==> src/rtl/round_judge.sv <==
// round_judge: shows a pseudo-random symbol sequence for each round, then
// checks the player's presses against it in order and reports clear/fail.
module round_judge #(
  parameter int unsigned SYM_W         = 2,
  parameter int unsigned MAX_K         = 9,
  parameter int unsigned SHOW_TICKS    = 4,
  parameter int unsigned GAP_TICKS     = 2,
  parameter int unsigned TIMEOUT_TICKS = 20,
  parameter logic [15:0] SEED          = 16'hACE1
) (
  input  logic             clk,
  input  logic             rst,
  input  logic             tick,
  input  logic             start,
  input  logic [3:0]       difficulty_k,
  input  logic [2:0]       current_round,
  input  logic             btn_valid,
  input  logic [SYM_W-1:0] btn_code,
  output logic             show_valid,
  output logic [SYM_W-1:0] show_code,
  output logic             round_clear,
  output logic             game_fail,
  output logic             busy,
  output logic [3:0]       input_idx,
  output logic [2:0]       round_out
);

  localparam int unsigned LFSR_W = 16;
  localparam int unsigned K_W    = 4;
  localparam int unsigned RND_W  = 3;

  // Tick counter sized for the longest of the three tick intervals
  localparam int unsigned TMAX_A = (SHOW_TICKS > GAP_TICKS) ? SHOW_TICKS : GAP_TICKS;
  localparam int unsigned TMAX   = (TMAX_A > TIMEOUT_TICKS) ? TMAX_A : TIMEOUT_TICKS;
  localparam int unsigned CNT_W  = (TMAX < 2) ? 1 : $clog2(TMAX + 1);

  localparam logic [CNT_W-1:0] CNT_MAX      = {CNT_W{1'b1}};
  localparam logic [CNT_W-1:0] SHOW_LAST    = CNT_W'(SHOW_TICKS - 1);
  localparam logic [CNT_W-1:0] GAP_LAST     = CNT_W'(GAP_TICKS - 1);
  localparam logic [CNT_W-1:0] TIMEOUT_LAST = CNT_W'(TIMEOUT_TICKS - 1);
  localparam logic [K_W-1:0]   MAX_K_V      = K_W'(MAX_K);

  localparam logic [2:0] ST_IDLE     = 3'd0;
  localparam logic [2:0] ST_SHOW_ON  = 3'd1;
  localparam logic [2:0] ST_SHOW_OFF = 3'd2;
  localparam logic [2:0] ST_INPUT    = 3'd3;
  localparam logic [2:0] ST_CLEAR    = 3'd4;
  localparam logic [2:0] ST_FAIL     = 3'd5;

  logic [2:0]        state;
  logic [2:0]        state_nxt;
  logic [LFSR_W-1:0] lfsr;
  logic [LFSR_W-1:0] wl;
  logic [LFSR_W-1:0] wl_nxt;
  logic [LFSR_W-1:0] seed_r;
  logic [LFSR_W-1:0] seed_nxt;
  logic [K_W-1:0]    keff;
  logic [K_W-1:0]    keff_nxt;
  logic [K_W-1:0]    keff_c;
  logic [K_W-1:0]    sym_cnt;
  logic [K_W-1:0]    sym_cnt_nxt;
  logic [K_W-1:0]    idx_nxt;
  logic [CNT_W-1:0]  cnt;
  logic [CNT_W-1:0]  cnt_nxt;
  logic [CNT_W-1:0]  cnt_inc;
  logic [RND_W-1:0]  round_nxt;

  function automatic logic [LFSR_W-1:0] lfsr_step(input logic [LFSR_W-1:0] v);
    return {v[LFSR_W-2:0], v[15] ^ v[13] ^ v[12] ^ v[10]};
  endfunction

  // Free-running LFSR; its value at start time seeds the round
  always_ff @(posedge clk) begin
    if (rst) begin
      lfsr <= SEED;
    end else begin
      lfsr <= lfsr_step(lfsr);
    end
  end

  // Clamp requested length to 1..MAX_K
  always_comb begin
    keff_c = difficulty_k;
    if (difficulty_k == '0) begin
      keff_c = K_W'(1);
    end else if (difficulty_k > MAX_K_V) begin
      keff_c = MAX_K_V;
    end
  end

  // Saturating increment for the tick counter
  always_comb begin
    cnt_inc = (cnt == CNT_MAX) ? cnt : cnt + CNT_W'(1);
  end

  // State register
  always_ff @(posedge clk) begin
    if (rst) begin
      state <= ST_IDLE;
    end else begin
      state <= state_nxt;
    end
  end

  // Next-state and datapath next values
  always_comb begin
    state_nxt   = state;
    wl_nxt      = wl;
    seed_nxt    = seed_r;
    keff_nxt    = keff;
    sym_cnt_nxt = sym_cnt;
    idx_nxt     = input_idx;
    round_nxt   = round_out;
    cnt_nxt     = tick ? cnt_inc : cnt;

    case (state)
      ST_IDLE, ST_FAIL: begin
        if (start) begin
          state_nxt   = ST_SHOW_ON;
          seed_nxt    = lfsr;
          wl_nxt      = lfsr_step(lfsr);
          keff_nxt    = keff_c;
          round_nxt   = current_round;
          sym_cnt_nxt = K_W'(1);
          idx_nxt     = '0;
          cnt_nxt     = '0;
        end
      end

      ST_SHOW_ON: begin
        if (tick && (cnt == SHOW_LAST)) begin
          state_nxt = ST_SHOW_OFF;
          cnt_nxt   = '0;
        end
      end

      ST_SHOW_OFF: begin
        if (tick && (cnt == GAP_LAST)) begin
          cnt_nxt = '0;
          if (sym_cnt == keff) begin
            // Replay from the round seed so presses are checked in show order
            state_nxt = ST_INPUT;
            wl_nxt    = lfsr_step(seed_r);
          end else begin
            state_nxt   = ST_SHOW_ON;
            wl_nxt      = lfsr_step(wl);
            sym_cnt_nxt = sym_cnt + K_W'(1);
          end
        end
      end

      ST_INPUT: begin
        // A press takes priority over a timeout on the same cycle
        if (btn_valid) begin
          if (btn_code == wl[SYM_W-1:0]) begin
            if (input_idx == (keff - K_W'(1))) begin
              state_nxt = ST_CLEAR;
            end else begin
              idx_nxt = input_idx + K_W'(1);
              wl_nxt  = lfsr_step(wl);
              cnt_nxt = '0;
            end
          end else begin
            state_nxt = ST_FAIL;
          end
        end else if (tick && (cnt == TIMEOUT_LAST)) begin
          state_nxt = ST_FAIL;
        end
      end

      ST_CLEAR: begin
        state_nxt = ST_IDLE;
      end

      default: begin
        state_nxt = ST_IDLE;
      end
    endcase
  end

  // Datapath and registered outputs derived from the next state
  always_ff @(posedge clk) begin
    if (rst) begin
      wl          <= '0;
      seed_r      <= '0;
      keff        <= '0;
      sym_cnt     <= '0;
      cnt         <= '0;
      input_idx   <= '0;
      round_out   <= '0;
      show_valid  <= 1'b0;
      show_code   <= '0;
      round_clear <= 1'b0;
      game_fail   <= 1'b0;
      busy        <= 1'b0;
    end else begin
      wl          <= wl_nxt;
      seed_r      <= seed_nxt;
      keff        <= keff_nxt;
      sym_cnt     <= sym_cnt_nxt;
      cnt         <= cnt_nxt;
      input_idx   <= idx_nxt;
      round_out   <= round_nxt;
      show_valid  <= (state_nxt == ST_SHOW_ON);
      show_code   <= (state_nxt == ST_SHOW_ON) ? wl_nxt[SYM_W-1:0] : {SYM_W{1'b0}};
      round_clear <= (state_nxt == ST_CLEAR);
      game_fail   <= (state_nxt == ST_FAIL);
      busy        <= (state_nxt != ST_IDLE) && (state_nxt != ST_FAIL);
    end
  end

endmodule

==> config.mk <==
export PLATFORM = sky130hd
export DESIGN_NAME = round_judge
export DESIGN_NICKNAME = d
export VERILOG_FILES = /design/src/rtl/round_judge.sv
export SDC_FILE = /design/constraint.sdc
export NUM_CORES = 1
export LEC_CHECK = 0
export CELL_PAD_IN_SITES_DETAIL_PLACEMENT = 1
export CELL_PAD_IN_SITES_GLOBAL_PLACEMENT = 2
export CORE_MARGIN = 5
export CORE_UTILIZATION = 41
export CTS_BUF_LIST = sky130_fd_sc_hd__clkbuf_8
export DETAILED_ROUTE_END_ITERATION = 8
export PLACE_DENSITY = 0.95
export REMOVE_ABC_BUFFERS = 1
export SYNTH_ARGS = -nofsm -noshare
export SYNTH_HDL_FRONTEND = slang
export SYNTH_SLANG_ARGS = --single-unit
export TNS_END_PERCENT = 100
==> constraint.sdc <==
create_clock -name clk -period 3.8 [get_ports clk]
set_clock_uncertainty 0.1 [all_clocks]
set_input_delay 0.76 -clock clk [delete_from_list [all_inputs] [get_ports clk]]
set_output_delay 0.76 -clock clk [all_outputs]
set_load 0.02 [all_outputs]
=== Word level (Yosys, flattened, before mapping) ===
Index checks and enable logic that the tools add are counted.

* Bits in registers: 77
* Latch bits: 0
* RAM bits: 0
* Memory bits (read-only): 0
* Bits of input ports: 14
* Output and inout port bits: 13
* Memories: 0

* Add/subtract/negate cells: 4
* Multiply operators: 0
* Div/mod/pow operators: 0
* Magnitude comparators: 1
* Equality and inequality tests: 21
* Shifts and indexed selects: 0
* Muxes and demuxes: 36
* Bitwise logic cells: 10
* Reduce and logical (&&, ||, !) cells: 16

{| class="wikitable"
|+ Operators by type and width
! operator !! count
|-
| two-way mux 16 bit || 6
|-
| one-hot mux 16 bit (3 select lines) || 1
|-
| two-way mux 5 bit || 8
|-
| two-way mux 4 bit || 9
|-
| two-way mux 3 bit || 7
|-
| one-hot mux 5 bit (4 select lines) || 1
|-
| one-hot mux 4 bit (2 select lines) || 2
|-
| != test 2 bit, second input constant || 6
|-
| one-hot mux 3 bit (4 select lines) || 1
|-
| == test 5 bit, second input constant || 2
|-
| == test 3 bit, second input constant || 3
|-
| bitwise XOR 1 bit || 9
|-
| adder 4 x 1 -> 4 bit, second input constant || 2
|-
| == test 4 bit || 2
|-
| == test 3 x 1 -> 1 bit, second input constant || 2
|-
| == test 3 x 2 -> 1 bit, second input constant || 2
|-
| AND reduction 6 bit || 1
|-
| nonzero test 3 bit || 2
|-
| adder 5 x 1 -> 5 bit, second input constant || 1
|-
| == test 5 x 1 -> 1 bit, second input constant || 1
|-
| == test 5 x 2 -> 1 bit, second input constant || 1
|-
| AND reduction 5 bit || 1
|-
| greater-than comparator 4 bit, second input constant || 1
|-
| logical AND 1 bit || 4
|-
| 11 further kinds || 13
|}

=== Longest topological paths before layout ===
Gate-level depths: netlist (run 1).

* Depth after elaboration: 9
* Depth in mapped cells: 8
* Depth with buffers taken out: 7

=== Worst setup path before layout (run 1) ===
No wires, ideal clock.

* Path type: input port to flip-flop
* Start point: in tick
* End point: reg wl[11]
* Arrival: 1959 ps
* Slack: 1652 ps
* Stages on the path: 7
* Path buffers: 2
* Cell sequence: nor4b_4 and4_1 and2_4 buf_8 buf_8 o21ai_1 a311oi_2

* Longest elaborated chain between the ends: 3

{| class="wikitable"
|+ Ends and longest elaborated chain
! item !! RTL line !! source
|-
| start, declared || 13 || <nowiki>input logic tick,</nowiki>
|-
| logical AND 1 bit || 138 || <nowiki>if (tick && (cnt == GAP_LAST)) begin</nowiki>
|-
| != test 2 bit (no source line) || -- ||
|-
| AND reduction 6 bit (no source line) || -- ||
|-
| end signal, assigned || 197 || <nowiki>wl <= wl_nxt;</nowiki>
|-
| end, declared || 53 || <nowiki>logic [LFSR_W-1:0] wl;</nowiki>
|}

Every way passes these cells.
A chain may end at the register's enable or synchronous reset.

=== Final worst setup path (run 1) ===
* Start point: in tick
* End point: reg wl[15]

Same word-level chain as after synthesis.

==> results of run 1 <==
Yosys cell counts, drive strengths merged (4+ instances only):
library cell / count / area (um2)
a211oi: 9 / 77.6
a21boi: 15 / 116
a21oi: 33 / 165
a311oi: 14 / 166
a41oi: 4 / 35.0
buf: 12 / 91.3
clkbuf: 11 / 45.1
dfxtp: 77 / 1540
ha: 5 / 62.6
inv: 6 / 22.5
nand2: 54 / 205
nand3: 8 / 40.0
nor2: 12 / 52.6
nor2b: 13 / 81.3
nor3: 19 / 100
o21ai: 24 / 135
or2: 8 / 50.1
xnor2: 17 / 149
xor2: 7 / 61.3
path summary, 6_finish.rpt:
kind	startpoint	to
hold reg to reg	lfsr[9]$_SDFF_PP0_	lfsr[10]$_SDFF_PP1_
setup / recovery	tick	wl[15]$_SDFFE_PP0P_
hold / removal	lfsr[9]$_SDFF_PP0_	lfsr[10]$_SDFF_PP1_
setup reg to reg	keff[0]$_SDFFE_PP0P_	wl[7]$_SDFFE_PP0P_
worst register-to-register path, stage by stage, from the launching register on:
cell and delay, ps:
dfxtp_1 430, inv_1 90, ha_1 330, xor2_1 190, nand3_1 200, o21ai_4 270, nand3_1 630, a311oi_1 450
routing by layer:
| metal | vias to the layer above | global-route usage [%] |
|---|---|---|
| met5 | - | 0 |
| met4 | 0 | 5.08 |
| met3 | 10 | 3.92 |
| met2 | 42 | 30.4 |
| met1 | 1379 | 21.3 |
| li1 | 1420 | - |
per-stage QoR:
stage	setup slack (ps)	hold WS [ps]	cells	power, mW	instance area (um2)
after detailed placement	604	330	500	1.15	3830
after global placement	733	331	500	1.14	3830
after CTS	998	351	516	1.80	4040
final	954	346	516	1.78	4040
after floorplan	1210	317	363	1.06	3400
after global routing	827	379	516	1.87	4040
registers in the layout (all words and copies together) (netlist names):
register / count
game_fail: 1
round_out: 3
busy: 1
show_valid: 1
show_code: 2
round_clear: 1
seed_r: 16
cnt: 5
state: 3
keff: 4
input_idx: 4
wl: 16
sym_cnt: 4
lfsr: 16
report_power, final:
part	switching [mW]	internal, mW	leakage, nW
Clock	0.294	0.354	0.110
Combinational	0.137	0.104	0.673
Sequential	0.0355	0.856	0.633
cell type report:
type	count	area share (%)
clock buffer	12	4.09
clock inverter	4	1.15
inverter	6	0.557
multi-input combinational	280	45.4
sequential	77	38.1
tap	105	3.25
timing repair buffer	32	7.43
kinds of logic (layout without fill, tap and decap cells):
| logic type | after synthesis | count (layout) | share of synthesized area (%) |
|---|---|---|---|
| simple gates | 133 | 133 | 19.6 |
| xor+xnor | 25 | 25 | 6.58 |
| flops | 77 | 77 | 43.6 |
| buf+inv | 29 | 54 | 4.50 |
| compound gates | 114 | 114 | 23.0 |
| mux | 3 | 3 | 0.920 |
| fa+ha+maj | 5 | 5 | 1.77 |
==> run metrics, run 1 <==
max layer used=met4; worst hold-check path type=reg -> reg; pin count of the biggest net entering global routing=41; synthesis warning total=0; fin. max-slew vios=0; setup TNS=0 ps; First DRT Iteration DRCs=76; Reg2Reg Depth=7; hpwl dp=5.81 mm; Synth Flop Type=dfxtp_1; CTS Sinks=77; wire length per cell=16.4 um; GRT Total Usage=17.4%; Setup Crit Path Kind=in -> reg; critical path depth in cells=5; total grt overflow=0; Lkg Pwr=1.42 nW; Root Buffer=clkbuf_8; FF+latch area=0.00154 mm2; post-synthesis cell type count=58; core region area=0.00830 mm2; Die ar.=0.0106 mm2; outcome=finished clean; residual DRC count=0; # Post-CTS Setup Buffers=0; Multi-input gate area=0.00183 mm2; Final min period=2850 ps; vias per std cell=5.53; CP arrival=2920 ps; maximum buffer depth of the clock tree=2; metal2 WL=4.17 mm; Slew headroom=46.6%; Peak VDD IR=276 uV; flop-to-flop setup slack=1030 ps; max-cap viol count=0; Final Util=48.7%; crit-path max cell delay=650 ps; Skew-Pair Late Insertion Delay=350 ps; clk slew on worst S/H paths=70 ps; Cell Chain, Critical Path=clkdlybuf4s50_1 > nor4b_4 > nand4_2 > nand3_1 > a311oi_2; Port Buffers=26; ANT nets after route=0; crit start category=input pin; global placement routability congestion=0.806; Synth Register Bits=77; setup violators final=0; WL met3=305 um; ys async rst share=0%; vias=2851; worst-margin pin slew=799 ps; Final Hold Fails=0; final net count=425; diode count=0; number of synthesized flops with an enable pin=0; Die W=103 um; Hold Path Depth=1; most common cell after layout, fill and taps aside=dfxtp_1; Rows=33; drt pass-1 iters=4; Layout area overhead=14.3%; unrepaired setup endpoints after global routing=no; CTS tree=done; CTS Buf Count=9; post-CTS sizing=0; crit end category=register; initial core utilization=42.6%; vias in the first global route=2995; final wirelength=8.46 mm; Met1 Wirelength=3.88 mm; fmax=351 MHz; Seq/Total Area, Yosys=43.6%; critical path's top delay family=simple AND/OR/NAND/NOR gates; cell count after synthesis=386; first-pass GRT wire length=14.4 mm; layout cells sized above 1=12.9%; I/O pin cnt=27; crit path max fanout=14; P per Cell Area=440 mW/mm2; Worst Path Required=3880 ps; crit share post-route=74.9%; Buf+Inv Stages, Crit Path=1; synthesized area per cell=9.16 um2; antenna violations before repair=0; Critical Path Slowest Stage Cell=nand3_1; Filler Cells Inserted=984; most frequent cells in the layout=dfxtp_1, nand2_1, a21oi_1; # hold bufs at CTS=0; Die Ht=103 um; mapped cell area=0.00353 mm2; htree depth=3
Power figures use the tool's default switching activity.
==> run 2, diff against run 1 <==
--- a/config.mk
+++ b/config.mk
@@ -8,10 +8,10 @@
 export CELL_PAD_IN_SITES_DETAIL_PLACEMENT = 1
 export CELL_PAD_IN_SITES_GLOBAL_PLACEMENT = 2
 export CORE_MARGIN = 5
-export CORE_UTILIZATION = 41
+export CORE_UTILIZATION = 34
 export CTS_BUF_LIST = sky130_fd_sc_hd__clkbuf_8
 export DETAILED_ROUTE_END_ITERATION = 8
-export PLACE_DENSITY = 0.95
+export PLACE_DENSITY = 0.86
 export REMOVE_ABC_BUFFERS = 1
 export SYNTH_ARGS = -nofsm -noshare
 export SYNTH_HDL_FRONTEND = slang
==> constraint.sdc (replaced) <==
create_clock -name clk -period 2.59 [get_ports clk]
set_clock_uncertainty 0.1 [all_clocks]
set_input_delay 0.518 -clock clk [delete_from_list [all_inputs] [get_ports clk]]
set_output_delay 0.518 -clock clk [all_outputs]
set_load 0.02 [all_outputs]
==> run metrics, run 2 (same netlist as run 1, synthesis figures left out) <==
outcome=finished clean; layout cells sized above 1=14.6% (+1.7 points); P per Cell Area=611 mW/mm2 (+39%); hpwl dp=5.90 mm (+1.5%); GRT Total Usage=13.7% (-3.7 points); Hold Path Depth=1 (unchanged); Setup Crit Path Kind=reg -> reg; clk slew on worst S/H paths=90 ps (+20 ps); Final min period=2310 ps; First DRT Iteration DRCs=98 (+29%); post-CTS sizing=0 (unchanged); most common cell after layout, fill and taps aside=dfxtp_1; Multi-input gate area=0.00183 mm2 (unchanged); Root Buffer=clkbuf_8; initial core utilization=34.5% (-8.0 points); final instance area=0.00415 mm2 (+2.8%); crit-path max cell delay=480 ps (-170 ps); CTS tree=done; Rows=37 (+12%); Skew-Pair Late Insertion Delay=350 ps (about the same); Reg2Reg Depth=7 (unchanged); final net count=432 (+1.6%); core region area=0.0102 mm2 (+23%); Final Util=40.6% (-8.1 points); # hold bufs at CTS=0 (unchanged); wire length per cell=14.7 um (-10%); Place WS=-71.6 ps (-676 ps); htree depth=3 (unchanged); I/O pin cnt=27 (unchanged); Worst Path Required=2710 ps (-1170 ps); Filler Cells Inserted=1198 (+22%); crit share post-route=89.4%; Buf+Inv Stages, Crit Path=1 (unchanged); Peak VDD IR=314 uV (+14%); drt pass-1 iters=4 (unchanged); fin. max-slew vios=0 (unchanged); diode count=0 (unchanged); Placement Cell Area=0.00396 mm2 (+3.4%); Slew headroom=62.4% (+16 points); worst hold-check path type=reg -> reg; Final Hold Fails=0 (unchanged); Port Buffers=26 (unchanged); most frequent cells in the layout=dfxtp_1, nand2_1, a21oi_1; Die Ht=112 um (+8.9%); crit start category=register; total grt overflow=0 (unchanged); ANT nets after route=0 (unchanged); fmax=432 MHz; Critical Path Slowest Stage Cell=a2111oi_0; global placement routability congestion=0.806 (about the same); residual DRC count=0 (unchanged); vias=2841 (-0.35%); FF+latch area=0.00154 mm2 (unchanged); vias in the first global route=2960 (-1.2%); final wirelength=8.14 mm (-3.8%); flop-to-flop setup slack=280 ps (-750 ps); Top Registers=lfsr (16), seed_r (16), wl (16); CTS Sinks=77 (unchanged); antenna violations before repair=0 (unchanged); pin count of the biggest net entering global routing=45 (+9.8%); Cell Chain, Critical Path=inv_1 > ha_1 > xor2_1 > and3_4 > a21o_1 > nand2_1 > a2111oi_0; max-cap viol count=0 (unchanged); Die W=112 um (+8.9%); # Post-CTS Setup Buffers=0 (unchanged); crit path max fanout=5 (-9); critical path depth in cells=7 (+2); Layout area overhead=17.5%; unrepaired setup endpoints after global routing=no; Die ar.=0.0125 mm2 (+18%); CTS Buf Count=9 (unchanged); CP arrival=2430 ps (-490 ps); setup violators final=0 (unchanged); maximum buffer depth of the clock tree=2 (unchanged); vias per std cell=5.13 (-7.2%); worst-margin pin slew=565 ps (-235 ps); Lkg Pwr=1.45 nW (+2.2%); critical path's top delay family=compound AO/OA/AOI/OAI gates; crit end category=register; Final WS setup=275 ps (-679 ps); first-pass GRT wire length=14.3 mm (-0.53%)
## run 2: area by class of cell
type	count	area share, %
repair buffers	39	9.40
flip-flops and latches	77	37.1
multi-input cells	280	44.2
inverters	6	0.542
clock buffers	11	3.65
clock inverters	5	1.02
well taps	136	4.10
## run 2: worst paths after layout
check                  startpoint            endpoint
max reg2reg  keff[0]$_SDFFE_PP0P_   cnt[2]$_SDFF_PP0_
min reg2reg    lfsr[6]$_SDFF_PP1_  lfsr[7]$_SDFF_PP1_
min            lfsr[6]$_SDFF_PP1_  lfsr[7]$_SDFF_PP1_
max          keff[0]$_SDFFE_PP0P_   cnt[2]$_SDFF_PP0_
## run 2: layer usage
| metal | vias to the layer above | routed length (um) | GRT usage (%) |
|---|---|---|---|
| met5 | - | 0 | 0 |
| met4 | 0 | 79 | 3.61 |
| met3 | 8 | 241 | 3.32 |
| met2 | 37 | 3960 | 23.3 |
| met1 | 1367 | 3860 | 17.5 |
| li1 | 1429 | - | - |
## run 2: where the power goes
part | internal [mW] | switching [mW]
Combinational | 0.165 | 0.199
Sequential | 1.26 | 0.0487
Clock | 0.409 | 0.460
## run 2: worst reg2reg max path, delay by kind of cell, from the launching register on
kind | cells | cell delay, ps
AOI/OAI and AO/OA | 2 | 660
xor gates and xnor gates | 1 | 200
DFF | 1 | 430
and+or+nand+nor | 2 | 420
adders and majority gates | 1 | 310
buffers and inverters | 1 | 90
## run 2: stage by stage
stage / std cells / TNS (ps) / total power [mW] / hold slack (ps)
2_1_floorplan: 363 / 0 / 1.55 / 317
3_3_place_gp: 538 / -27.3 / 1.69 / 326
3_5_place_dp: 538 / -306 / 1.70 / 330
4_1_cts: 554 / 0 / 2.58 / 354
5_1_grt: 554 / 0 / 2.68 / 366
6_report: 554 / 0 / 2.54 / 349
